==> src/rtl/gf180_ram_512x8_ctrl.sv <==
// 32-bit word request/response front end for a 512x8 GF180 SRAM macro; each word is moved as four byte accesses.
// Optional feature RAM_CTRL_WSKIP_EN: write bytes whose strobe is clear are skipped instead of spending an idle cycle.
module gf180_ram_512x8_ctrl (
  input  logic        clk,
  input  logic        reset,
  input  logic        req_valid,
  output logic        req_ready,
  input  logic [6:0]  req_addr,
  input  logic        req_we,
  input  logic [3:0]  req_wstrb,
  input  logic [31:0] req_wdata,
  output logic        rsp_valid,
  input  logic        rsp_ready,
  output logic [31:0] rsp_rdata,
  output logic        ram_cen,
  output logic        ram_gwen,
  output logic [8:0]  ram_a,
  output logic [7:0]  ram_d,
  output logic [7:0]  ram_wen,
  input  logic [7:0]  ram_q
);

  // state   | meaning
  // IDLE    | waiting for a request; req_ready=1
  // ACCESS  | presenting byte k to the SRAM
  // CAPTURE | collecting the last read byte from ram_q
  // RESP    | response held until rsp_ready
  typedef enum logic [1:0] {IDLE, ACCESS, CAPTURE, RESP} state_t;

  state_t      state, state_nxt;
  logic [1:0]  k;
  logic [6:0]  addr_q;
  logic        we_q;
  logic [3:0]  wstrb_q;
  logic [31:0] wdata_q;
  logic        cap_pend;
  logic [1:0]  cap_idx;
  logic        accept;
  logic        last_byte;
  logic [2:0]  k_ext_nxt;
  logic [2:0]  start_ext;

  // Lowest set bit of mask at or above index from; 4 when there is none.
  function automatic logic [2:0] next_set(input logic [3:0] mask, input logic [2:0] from);
    logic [2:0] r;
    r = 3'd4;
    for (int i = 3; i >= 0; i--) begin
      if (i >= int'(from) && mask[i]) r = 3'(i);
    end
    return r;
  endfunction

  assign accept = req_valid && (state == IDLE);

  always_comb begin
    k_ext_nxt = {1'b0, k} + 3'd1;
    start_ext = 3'd0;
`ifdef RAM_CTRL_WSKIP_EN
    if (we_q) k_ext_nxt = next_set(wstrb_q, {1'b0, k} + 3'd1);
    if (req_we) start_ext = next_set(req_wstrb, 3'd0);
`else
    if (req_we) start_ext = 3'd0;
`endif
  end

  assign last_byte = k_ext_nxt[2];

  always_ff @(posedge clk or posedge reset) begin
    if (reset) state <= IDLE;
    else       state <= state_nxt;
  end

  always_comb begin
    state_nxt = state;
    case (state)
      IDLE:    if (req_valid) state_nxt = ACCESS;
      ACCESS:  if (last_byte) state_nxt = we_q ? RESP : CAPTURE;
      CAPTURE: state_nxt = RESP;
      RESP:    if (rsp_ready) state_nxt = IDLE;
      default: state_nxt = IDLE;
    endcase
  end

  always_comb begin
    req_ready = (state == IDLE);
    rsp_valid = (state == RESP);
    ram_cen   = 1'b1;
    ram_gwen  = 1'b1;
    ram_wen   = 8'hFF;
    ram_a     = 9'd0;
    ram_d     = 8'd0;
    if (state == ACCESS) begin
      ram_a = {addr_q, k};
      ram_d = wdata_q[{k, 3'b000} +: 8];
      if (!we_q) begin
        ram_cen = 1'b0;
      end else if (wstrb_q[k]) begin
        ram_cen  = 1'b0;
        ram_gwen = 1'b0;
        ram_wen  = 8'h00;
      end
    end
  end

  // Read data for byte k appears on ram_q one edge after it was issued, so capture lags by one cycle.
  always_ff @(posedge clk or posedge reset) begin
    if (reset) begin
      k         <= 2'd0;
      addr_q    <= 7'd0;
      we_q      <= 1'b0;
      wstrb_q   <= 4'd0;
      wdata_q   <= 32'd0;
      cap_pend  <= 1'b0;
      cap_idx   <= 2'd0;
      rsp_rdata <= 32'd0;
    end else begin
      cap_pend <= 1'b0;
      if (cap_pend) rsp_rdata[{cap_idx, 3'b000} +: 8] <= ram_q;
      if (accept) begin
        addr_q    <= req_addr;
        we_q      <= req_we;
        wstrb_q   <= req_wstrb;
        wdata_q   <= req_wdata;
        k         <= start_ext[1:0];
        rsp_rdata <= 32'd0;
      end else if (state == ACCESS) begin
        k <= k_ext_nxt[1:0];
        if (!we_q) begin
          cap_pend <= 1'b1;
          cap_idx  <= k;
        end
      end
    end
  end

endmodule

==> config.mk <==
export PLATFORM = sky130hd
export DESIGN_NAME = gf180_ram_512x8_ctrl
export DESIGN_NICKNAME = d
export VERILOG_FILES = /design/src/rtl/gf180_ram_512x8_ctrl.sv
export SDC_FILE = /design/constraint.sdc
export NUM_CORES = 1
export LEC_CHECK = 0
export CORE_ASPECT_RATIO = 0.8
export CORE_MARGIN = 5
export CORE_UTILIZATION = 50
export DETAILED_ROUTE_END_ITERATION = 8
export PLACE_DENSITY = 0.85
export SLEW_MARGIN = 20
export SYNTH_ARGS = -nofsm -noshare
export SYNTH_HDL_FRONTEND = slang
export SYNTH_SLANG_ARGS = --single-unit
==> constraint.sdc <==
create_clock -name clk -period 7.05 [get_ports clk]
set_input_delay 1.41 -clock clk [delete_from_list [all_inputs] [get_ports clk]]
set_output_delay 1.41 -clock clk [all_outputs]
set_load 0.1 [all_outputs]
==> results.md, run 1 <==
Synth:
- The warning count from the yosys run is 0.
- The post-synthesis instance area is ~0.0038 sq mm.
- In the post-synthesis netlist, the biggest area contributors are sky130_fd_sc_hd__dfrtp_1 55%, sky130_fd_sc_hd__mux2_2 14%, sky130_fd_sc_hd__mux4_2 5.4%.
- The number of standard cells after synthesis is 280.
- The number of nets handed over by synthesis was between 300 and 400.
- After synthesis, flip-flops and latches occupy between 50% and 60% of the total area.
- The count of distinct cell types in the synthesized netlist is 33.
- The number of flip-flops and latches in the synthesized netlist is 83.
- Averaged over all synthesized cells, the footprint is approximately 13 sq um.
- The share of Yosys cell area claimed by the top area cell type is a little under three fifths.
- Of all cell types, the one taking the most synthesized area is sky130_fd_sc_hd__dfrtp_1.

Floorplan:
- Once the floorplan was initialized, standard cells occupied between 50% and 60% of the core.
- The die extent in x is about 110 um.
- In this run the core area contains 28 standard-cell rows.
- The area of the die is roughly 0.0094 sq mm.
- The vertical die dimension is approximately 90 um.
- In this run the count of I/O pins placed on the die edge is roughly 120.
- In this run the standard cell core region covers 0.00736 sq mm.

Drt:
- The via count is 2,635.
- The routed length per placed instance is 18.7 um.
- Using the TritonRoute via totals, the vias-per-cell ratio works out to 5.46.
- The total iterations of the first detailed-routing run is 4.
- In the routed design, unresolved DRC markers number 0.
- The detailed router finished its first iteration with 88 violations.
- The routed design has approximately 9000 um of wire.
- The count of nets left with antenna violations after detail routing is 0.

STA:
- The transition time at the pin with the least slew margin is a little over 1000 ps.
- Setup total negative slack on the finished layout was measured at 0 ps.
- Headroom to the max-slew limit came out at approximately a third.
- Counting I/O delays and the setup requirement, the final critical path takes approximately 4600 ps.
- Setup repair after global routing left no endpoint under its margin.
- The number of failing hold endpoints at the final stage is 0.
- The final critical path takes up around two thirds of the cycle.
- The final count of pins violating max slew is 0.
- The maximum clock rate is 216 MHz.
- The worst-case clock skew is between 10 and 15 ps.
- The final setup violation count is 0.

Global route:
- Global routing used between 10% and 20% of the available tracks.
- The number of antenna violations at the first check in global routing was 0.
- The global-route wire length before repair is 14,400 um.
- Entering global routing, the biggest net connects 84 pins.
- The remaining global-route overflow is 0.
- The via count of the first global-routing pass is 2,834.

Worst setup path:
- The worst setup path is of the register to output pin kind.
- The slowest stage of the critical path is the sky130_fd_sc_hd__clkdlybuf4s50_1 cell.
- The type of destination of the critical path is an output pin.
- The buffer and inverter count on the worst path is 1.
- The arrival time of the worst setup path is about 3200 ps.
- The biggest cell delay along the critical path is ~1200 ps.
- The signal on the critical path passes through mux4_2 > nand3_1 > clkdlybuf4s50_1.
- The element type at the critical path start is a register.
- At the worst endpoint, the required time is approximately 5600 ps.
- The kind of cell with the highest combined delay along the critical path is buffers and inverters.
- Along the worst path, the maximum fanout reaches 13.

Clock tree:
- The TritonCTS clock tree is built.
- Buffers added to address setup during post-CTS repair amount to 0.
- The total clock sinks is 83.
- The H-tree was split into 3 levels.
- Clock latency on the worst-skew pair, taken at its later pin, is approximately 350 ps.
- The total clock buffers created by CTS is 9.
- The number of buffers added to fix hold violations after cts is 0.
- Post-CTS repair changed the size of 0 cells.
- The clock slew seen by the registers of the worst setup and hold paths is approximately 80 ps.
- The cell sitting at the root of the clock tree is a sky130_fd_sc_hd__clkbuf_8.
- The worst-case clock buffer depth is 2.

Final layout:
- The number of antenna diodes in the final layout is 0.
- The top cell types in the final layout, fill and taps aside, are 116 x sky130_fd_sc_hd__clkdlybuf4s50_1, 83 x sky130_fd_sc_hd__dfrtp_1, 46 x sky130_fd_sc_hd__mux2_2, 20 x sky130_fd_sc_hd__nand2_1.
- The number of standard cells in the final layout excluding fillers is 483.
- In the final design database the tool counted approximately 450 nets.
- Leaving out fill and tap cells, the most frequent cell in the layout is sky130_fd_sc_hd__clkdlybuf4s50_1.
- The synthesis-to-finish area growth is 35.9%.
- The layout cell share with drive strength beyond 1 is between 20% and 30%.

Place:
- The congestion estimate from routability-driven global placement came to between 0.8 and 0.9.
- The instance count after placement with tap cells included is 467.
- The half-perimeter wire length after detailed placement is 6660 um.
- Port buffering added between 100 and 150 buffers.

Min path:
- The tightest min-delay check is of the register to register type.

Flow run:
- The tool flagged a number of max-cap violations equal to 0.

Status:
- The flow ran to the end, and the final reports show no timing, DRC or antenna violations.
stage by stage:
step	util, %	hold slack [ps]	instance area [sq um]	setup slack, ps
2_1_floorplan	-	472	3770	2590
3_3_place_gp	66.9	469	4920	2830
3_5_place_dp	66.9	470	4920	2750
4_1_cts	69.4	489	5110	2370
5_1_grt	69.6	510	5120	2220
6_report	69.6	483	5120	2420
cell usage after synthesis, drive strengths merged:
library cell	count
nor4bb	1
nor4	2
xnor2	1
and2	18
or3	1
nand3	2
mux4	9
dfrtp	83
o21ai	10
nor2	11
mux2i	1
a211oi	1
nand3b	1
a2bb2oi	1
a22o	17
nand2	20
a22oi	9
ha	10
buf	17
clkbuf	4
nor2b	3
nor3	2
inv	7
a21o	1
a21oi	2
mux2	46
logic make-up after synthesis:
logic type	count (synthesis)	synth area share (%)
AOI/OAI and AO/OA	41	8.97
xor gates and xnor gates	1	0.233
adders and majority gates	10	3.32
buffers and inverters	28	4.32
DFF	83	55.1
muxes	56	19.4
and+or+nand+nor	61	8.60
state kept, by name, indices dropped and copies added (netlist names):
signal,flops
wdata_q,32
state,2
wstrb_q,4
k,2
cap_idx,2
rsp_rdata,32
cap_pend,1
addr_q,7
we_q,1
area by class of cell:
class / instances / area (sq um)
Inverter: 7 / 27.5
Tap cell: 90 / 113
Fill cell: 561 / 2240
Clock inverter: 4 / 51.3
Clock buffer: 12 / 135
Sequential cell: 83 / 2080
Timing Repair Buffer: 118 / 1180
Multi-Input combinational cell: 169 / 1530
worst min-delay path, cell delays in order, from the launching register on:
cell and delay, ps:
sky130_fd_sc_hd__dfrtp_1 350, sky130_fd_sc_hd__nand2_1 60, sky130_fd_sc_hd__o21ai_2 50
layer usage:
metal / vias up / global-route usage, % / wire length, um
li1: 1213 / - / -
met1: 1324 / 24.8 / 3710
met2: 89 / 33.6 / 4520
met3: 9 / 6.56 / 682
met4: 0 / 5.57 / 101
met5: - / 0 / 0
path summary, 6_finish.rpt:
kind / startpoint / endpoint / slack [ps] / cells after the start
worst max-delay path: k[0] / ram_wen[3] / 2420 / 3
worst min-delay path: rsp_rdata[21] / rsp_rdata[21] / 480 / 2
worst max register to register: state[0] / cap_idx[0] / 4500 / 6
worst min register to register: rsp_rdata[21] / rsp_rdata[21] / 480 / 2
max in group asynchronous: reset / rsp_rdata[4] / 4950 / 3
min in group asynchronous: reset / rsp_rdata[24] / 1580 / 3
Power of run 1 is left out: the tool's default activity adds up to more than one toggle a clock period on the data nets, which glitch-free logic cannot reach.
==> inputs of run 2 (changes only) <==
CORE_UTILIZATION = 47   (was 50)
PLACE_DENSITY = 0.81   (was 0.85)
clock period = 4.7 ns   (was 7.05 ns; I/O delays follow)
==> run 2 against run 1 <==
Via count decreased by 0.49%; cell count increased by 3.1%; cell area decreased by 1.3%; sequential cell count unchanged; first-iteration DRC count decreased by 9.1%; worst hold slack got worse by 3.2 ps; critical path depth increased by 1; die area increased by 5.7%; register-to-register slack got worse by 2100 ps; worst setup slack got worse by 1000 ps.
==> results.md, run 2 (synthesis gave the netlist of run 1 again) <==
Global route:
- The first global-routing pass estimated between 10,000 and 15,000 um of wire.
- For this run, global-route usage on met2 was measured as a little under a third.
- Summed over all layers, the global routing overflow is 0.
- The via count of the first global-routing pass is 2,828.
- In the global route stage, met3 resource usage came out at just over 5%.
- The number of antenna violations at the first check in global routing was 0.
- Global routing used 25.7% of the available met1 tracks.
- The overall fraction of global-route tracks in use is 19.0%.
- The most used routing layer is met2.
- Entering global routing, the biggest net connects 60 pins.

Min path:
- The worst min-delay path class is register to register.

STA:
- The relative slew slack is a little under a third.
- The number of failing hold endpoints at the final stage is 0.
- The transition time at the pin with the least slew margin is around 1000 ps.
- The setup total negative slack is 0 ps.
- The clock period could shrink to roughly 3300 ps.
- In the finished design, the share of the clock period the worst path needs comes to between 70% and 80%.
- Across all setup checks in the final design, the least slack found is around 1400 ps.
- Setup repair after global routing left no endpoint under its margin.
- The worst-case clock skew is between 5 and 6 ps.
- Setup violations remaining at the end of the flow were counted as 0.
- The final count of pins violating max slew is 0.
- The maximum clock rate is 301 MHz.

Drt:
- In the routed layout, each cell is associated on average with a via count of ~5.3.
- The detail route stage leaves a number of antenna-violating nets equal to 0.
- The via count is between 2,000 and 3,000.
- The detailed router finished its first iteration with 80 violations.
- After detailed routing, the number of remaining DRC violations is 0.
- For this block, the routed nets add up to approximately 8900 um of wire.
- After detailed routing, the average wire length per cell comes to about 18 um.
- The first detailed-routing pass took 4 iterations.

Clock tree:
- TritonCTS built the clock tree.
- The number of gates resized after cts is 0.
- The clock drives between 80 and 90 sinks.
- At the later pin of the worst-skew pair, clock insertion delay measures ~340 ps.
- The tree is rooted in a sky130_fd_sc_hd__clkbuf_8.
- The number of clock buffers added by TritonCTS is 9.
- No sink is reached through more buffers than the 2 on the longest clock path.
- In this run the post-CTS setup repair buffer count came out at 0.
- After clock tree synthesis, the clock-pin slew on the worst setup and hold paths is 70 ps.
- In this run, post-CTS hold repair placed 0 buffers.
- The H-tree was split into 3 levels.

Final layout:
- The synthesis-to-finish area growth is 34.2%.
- Leaving out fill and tap cells, the most frequent cells in the layout are 89 x sky130_fd_sc_hd__clkdlybuf4s50_1, 83 x sky130_fd_sc_hd__dfrtp_1, 46 x sky130_fd_sc_hd__mux2_2, 29 x sky130_fd_sc_hd__buf_4, 20 x sky130_fd_sc_hd__nand2_1.
- In the final layout, the registers with the most flip-flops are rsp_rdata x32, wdata_q x32, addr_q x7.
- The repair_antennas step left the layout with diodes totalling 0.
- The final core utilization is around 64%.
- The final layout contains around 450 nets.
- The most common cell after layout, fill and taps aside is sky130_fd_sc_hd__clkdlybuf4s50_1.
- Of the cells placed in the final design, the portion with a size suffix greater than 1 is approximately 29%.

Place:
- The setup slack after placement is 1690 ps.
- The number of buffer cells added on primary ports is 116.
- Routability-driven placement finished with a final weighted congestion of between 0.7 and 0.8.
- Once detailed placement completed, the half-perimeter wirelength came to ~6400 um.

Worst setup path:
- The worst reg-to-reg setup slack is approximately 2400 ps.
- The slowest library cell on the worst path is sky130_fd_sc_hd__ha_1.
- The type of destination of the critical path is an output pin.
- The biggest cell delay along the critical path is 700 ps.
- For the worst setup path, the data required time is between 3000 and 4000 ps.
- The critical path is of the register to output pin type.
- For the worst setup path, the data arrival time is roughly 2400 ps.
- The critical path goes through inv_1 > ha_1 > nand3_1 > buf_4.
- The top cell family by delay on the critical path is adder cells.
- The element type at the critical path start is a register.
- In this run the worst path has a maximum fanout of 24.
- The number of buffers and inverters on the critical path is 2.

Floorplan:
- The initial core utilization is 47.8%.
- 117 I/O pins were placed.
- In this run the horizontal extent of the chip is between 100 and 150 um.
- The area of the die is between 0.009 and 0.01 sq mm.
- The placeable core area is around 0.0079 sq mm.
- The vertical die dimension is 90.1 um.
- The number of placement rows is 29.

Status:
- The run finished with clean final reports.

Flow run:
- Across the run, the number of max-cap violations was 0.
==> run 2: cell types whose count changed in the layout (fill, tap and decap cells not counted) <==
cell,delta
sky130_fd_sc_hd__buf_4,+28
sky130_fd_sc_hd__inv_4,+1
sky130_fd_sc_hd__clkinvlp_4,-1
sky130_fd_sc_hd__buf_6,-1
sky130_fd_sc_hd__clkdlybuf4s50_1,-27
sky130_fd_sc_hd__clkinv_4,-1
sky130_fd_sc_hd__clkbuf_1,-3
sky130_fd_sc_hd__clkinv_2,+1
==> run 2: final cells by class <==
type	count	area, sq um
Multi-Input combinational cell	169	1530
Tap cell	108	135
Sequential cell	83	2080
Inverter	7	28.8
Fill cell	641	2820
Clock inverter	4	45.0
Clock buffer	9	124
Timing Repair Buffer	118	1110
==> run 2: final timing paths <==
path	startpoint	to	depth (start not counted)
max	state[1]	ram_wen[7]	4
min	rsp_rdata[23]	rsp_rdata[23]	2
max reg2reg	state[0]	wdata_q[30]	5
min reg2reg	rsp_rdata[23]	rsp_rdata[23]	2
max in group asynchronous	reset	rsp_rdata[4]	3
min in group asynchronous	reset	rsp_rdata[25]	2
==> run 2: metal layers <==
layer / share of wire [%] / vias up
met5: 0 / -
met4: 1.2 / 0
met3: 5.4 / 8
met2: 51 / 75
met1: 42 / 1344
li1: - / 1195
==> run 2: per-stage QoR <==
| stage | hold slack (ps) | std cells | cell area [sq um] |
|---|---|---|---|
| after CTS | 485 | 498 | 5040 |
| after global routing | 504 | 498 | 5050 |
| after global placement | 461 | 485 | 4880 |
| after floorplan | 472 | 280 | 3770 |
| final | 479 | 498 | 5050 |
| after detailed placement | 467 | 485 | 4880 |
==> run 2: worst reg2reg max path, cell delays in order, from the launching register on <==
cell                      delay [ps]
sky130_fd_sc_hd__dfrtp_1         420
sky130_fd_sc_hd__inv_1           120
sky130_fd_sc_hd__ha_1            270
sky130_fd_sc_hd__and2_2          470
sky130_fd_sc_hd__buf_4           520
sky130_fd_sc_hd__mux2_2          410
Power of run 2 is left out for the same reason.
==> inputs of run 3 (changes only) <==
clock period = 3.4 ns   (was 4.7 ns; I/O delays follow)
==> run 3 against run 2 <==
Die area stayed put; clock-buffer cell count is 3 higher; critical path depth stayed put; routed wire length hardly changed.
==> results.md, run 3 (synthesis gave the netlist of run 1 again) <==
Min path:
- Along the worst hold path, the cell count comes to 2.
- The path class of the tightest hold or removal check is register to register.

Worst setup path:
- The length in cells of the worst reg-to-reg path is 5.
- Of all nets on the critical path, the largest fanout is 9.
- STA classifies the critical path startpoint as a register.
- For the worst setup path, the data required time is about 2700 ps.
- The start-to-end type of the worst setup path is register to output pin.
- The worst setup path is captured at an output pin.
- The arrival time of the worst setup path is 2110 ps.

Floorplan:
- The die is 90.1 um tall.
- The number of placement rows is 29.
- The area of the die is about 0.01 sq mm.
- The initial core utilization is 47.8%.
- The floorplan step set the die width to 110 um.
- During I/O placement, the number of pins put on the boundary was 117.
- The core region is roughly 0.0079 sq mm.

Clock tree:
- In this run the clock root is driven by a sky130_fd_sc_hd__clkbuf_8.
- The total clock sinks is 83.
- The TritonCTS clock tree is built.
- The source-to-sink clock delay at the later pin of the worst-skew pair is about 340 ps.
- After clock tree synthesis, the setup repair step added 0 buffers.
- In this run, post-CTS hold repair placed 0 buffers.
- Post-CTS repair changed the size of 0 cells.
- The clock slew seen by the registers of the worst setup and hold paths is 80 ps.
- The CTS H-tree depth is 3.
- The worst-case clock buffer depth is 2.
- The total clock buffers created by CTS is 9.

Global route:
- The pin count of the biggest net entering global routing is 50.
- The via count of the first global-routing pass is about 2,900.
- In the global route stage, overall resource usage came out at around a fifth.
- The total overflow left after global routing is 0.
- The number of antenna violations at the first check in global routing came to 0.
- The global-route wire length before repair is 14,600 um.

Place:
- The number of buffer cells added on primary ports is roughly 120.
- The half-perimeter wire length after detailed placement is around 6600 um.
- The setup slack after placement is about 910 ps.
- The last weighted congestion value of the routability-driven placer is between 0.7 and 0.8.

Final layout:
- The synthesis-to-finish area growth is 38.0%.
- The library cells used most frequently in the layout, excluding fill and tap cells, are 83 x sky130_fd_sc_hd__dfrtp_1, 65 x sky130_fd_sc_hd__clkdlybuf4s50_1, 46 x sky130_fd_sc_hd__mux2_2, 46 x sky130_fd_sc_hd__buf_4, 20 x sky130_fd_sc_hd__nand2_1.
- 0 antenna diodes ended up in the layout.
- In the final layout, the share of cells above drive strength 1 is a little over a third.
- Leaving out fill and tap cells, the most frequent cell in the layout is sky130_fd_sc_hd__dfrtp_1.
- At the end of the flow, the number of nets in the layout was ~460.
- The largest registers in the layout are rsp_rdata x32, wdata_q x32, addr_q x7.

Drt:
- After detailed routing, the total wire length is 8840 um.
- The count of nets left with antenna violations once routing finished came out at 0.
- The routed length per placed instance is 17.5 um.
- Using the TritonRoute via totals, the vias-per-cell ratio works out to approximately 5.1.
- For this run, design rule violations remaining after detail routing come to 0.
- For this block, the initial DRC count from the detailed router was 125.
- The total iterations of the first detailed-routing run is 7.
- Summing over every cut layer, the via total after detailed routing is 2,600.

STA:
- At the pin with the least slew margin, the transition time is approximately 990 ps.
- The number of failing hold endpoints at the final stage is 0.
- Setup total negative slack on the finished layout was measured at 0 ps.
- On the final layout, the worst clock skew is a little under 4 ps.
- The worst pin sits at a relative slew slack of 33.7%.
- Setup repair after global routing left no endpoint under its margin.
- The final period demand of the worst path is between 2000 and 3000 ps.
- Setup violations remaining at the end of the flow were counted as 0.
- In the post-route analysis, the smallest setup slack over all paths is slightly above 600 ps.
- Dividing the final minimum period by the clock period gives 82.1%.
- The final count of pins violating max slew is 0.
- Timing would allow up to approximately 360 MHz.

Flow run:
- The number of violations of the max-capacitance limit is 0.

Status:
- The flow ran to the end, and the final reports show no timing, DRC or antenna violations.
[run 3: changes by cell type in the layout (fill, tap and decap cells not counted), sizes merged]
| cell | delta |
|---|---|
| clkinv | -1 |
| clkdlybuf4s50 | -24 |
| clkinvlp | +2 |
| clkbuf | +3 |
| inv | -1 |
| buf | +29 |
[run 3: area by class of cell]
cell class                      count  area, sq um
Multi-Input combinational cell    169         1530
Inverter                            7         27.5
Fill cell                         594         2680
Sequential cell                    83         2080
Clock buffer                       12          145
Tap cell                          108          135
Clock inverter                      4         50.0
Timing Repair Buffer              123         1240
[run 3: metal layers]
| layer | up-vias | global-route usage, % | wire length, um |
|---|---|---|---|
| met4 | 0 | 4.78 | 83 |
| met2 | 80 | 29.1 | 4310 |
| met3 | 7 | 4.87 | 521 |
| met1 | 1302 | 25.9 | 3930 |
| li1 | 1211 | - | - |
| met5 | - | 0 | 0 |
[run 3: through the flow]
step | hold WS [ps] | instances | area (sq um) | util, %
after CTS | 489 | 506 | 5200 | 66.0
after detailed placement | 471 | 490 | 5000 | 63.5
final | 482 | 506 | 5200 | 66.0
after global routing | 509 | 506 | 5200 | 66.0
after floorplan | 472 | 280 | 3770 | -
after global placement | 468 | 490 | 5000 | 63.5
[run 3: final timing paths]
path,from,endpoint,slack [ps]
hold / removal,rsp_rdata[19],rsp_rdata[19],480
setup reg to reg,state[0],wdata_q[22],1320
setup / recovery,k[0],ram_wen[5],610
max in group asynchronous,reset,wdata_q[22],2000
hold reg to reg,rsp_rdata[19],rsp_rdata[19],480
min in group asynchronous,reset,rsp_rdata[1],730
[run 3: worst max-delay path, stage by stage (launching register included)]
cell and delay [ps]:
sky130_fd_sc_hd__dfrtp_1 570, sky130_fd_sc_hd__mux4_2 580, sky130_fd_sc_hd__nand3_1 120, sky130_fd_sc_hd__buf_4 280
sky130_fd_sc_hd__buf_12 210
Power of run 3 is left out for the same reason.
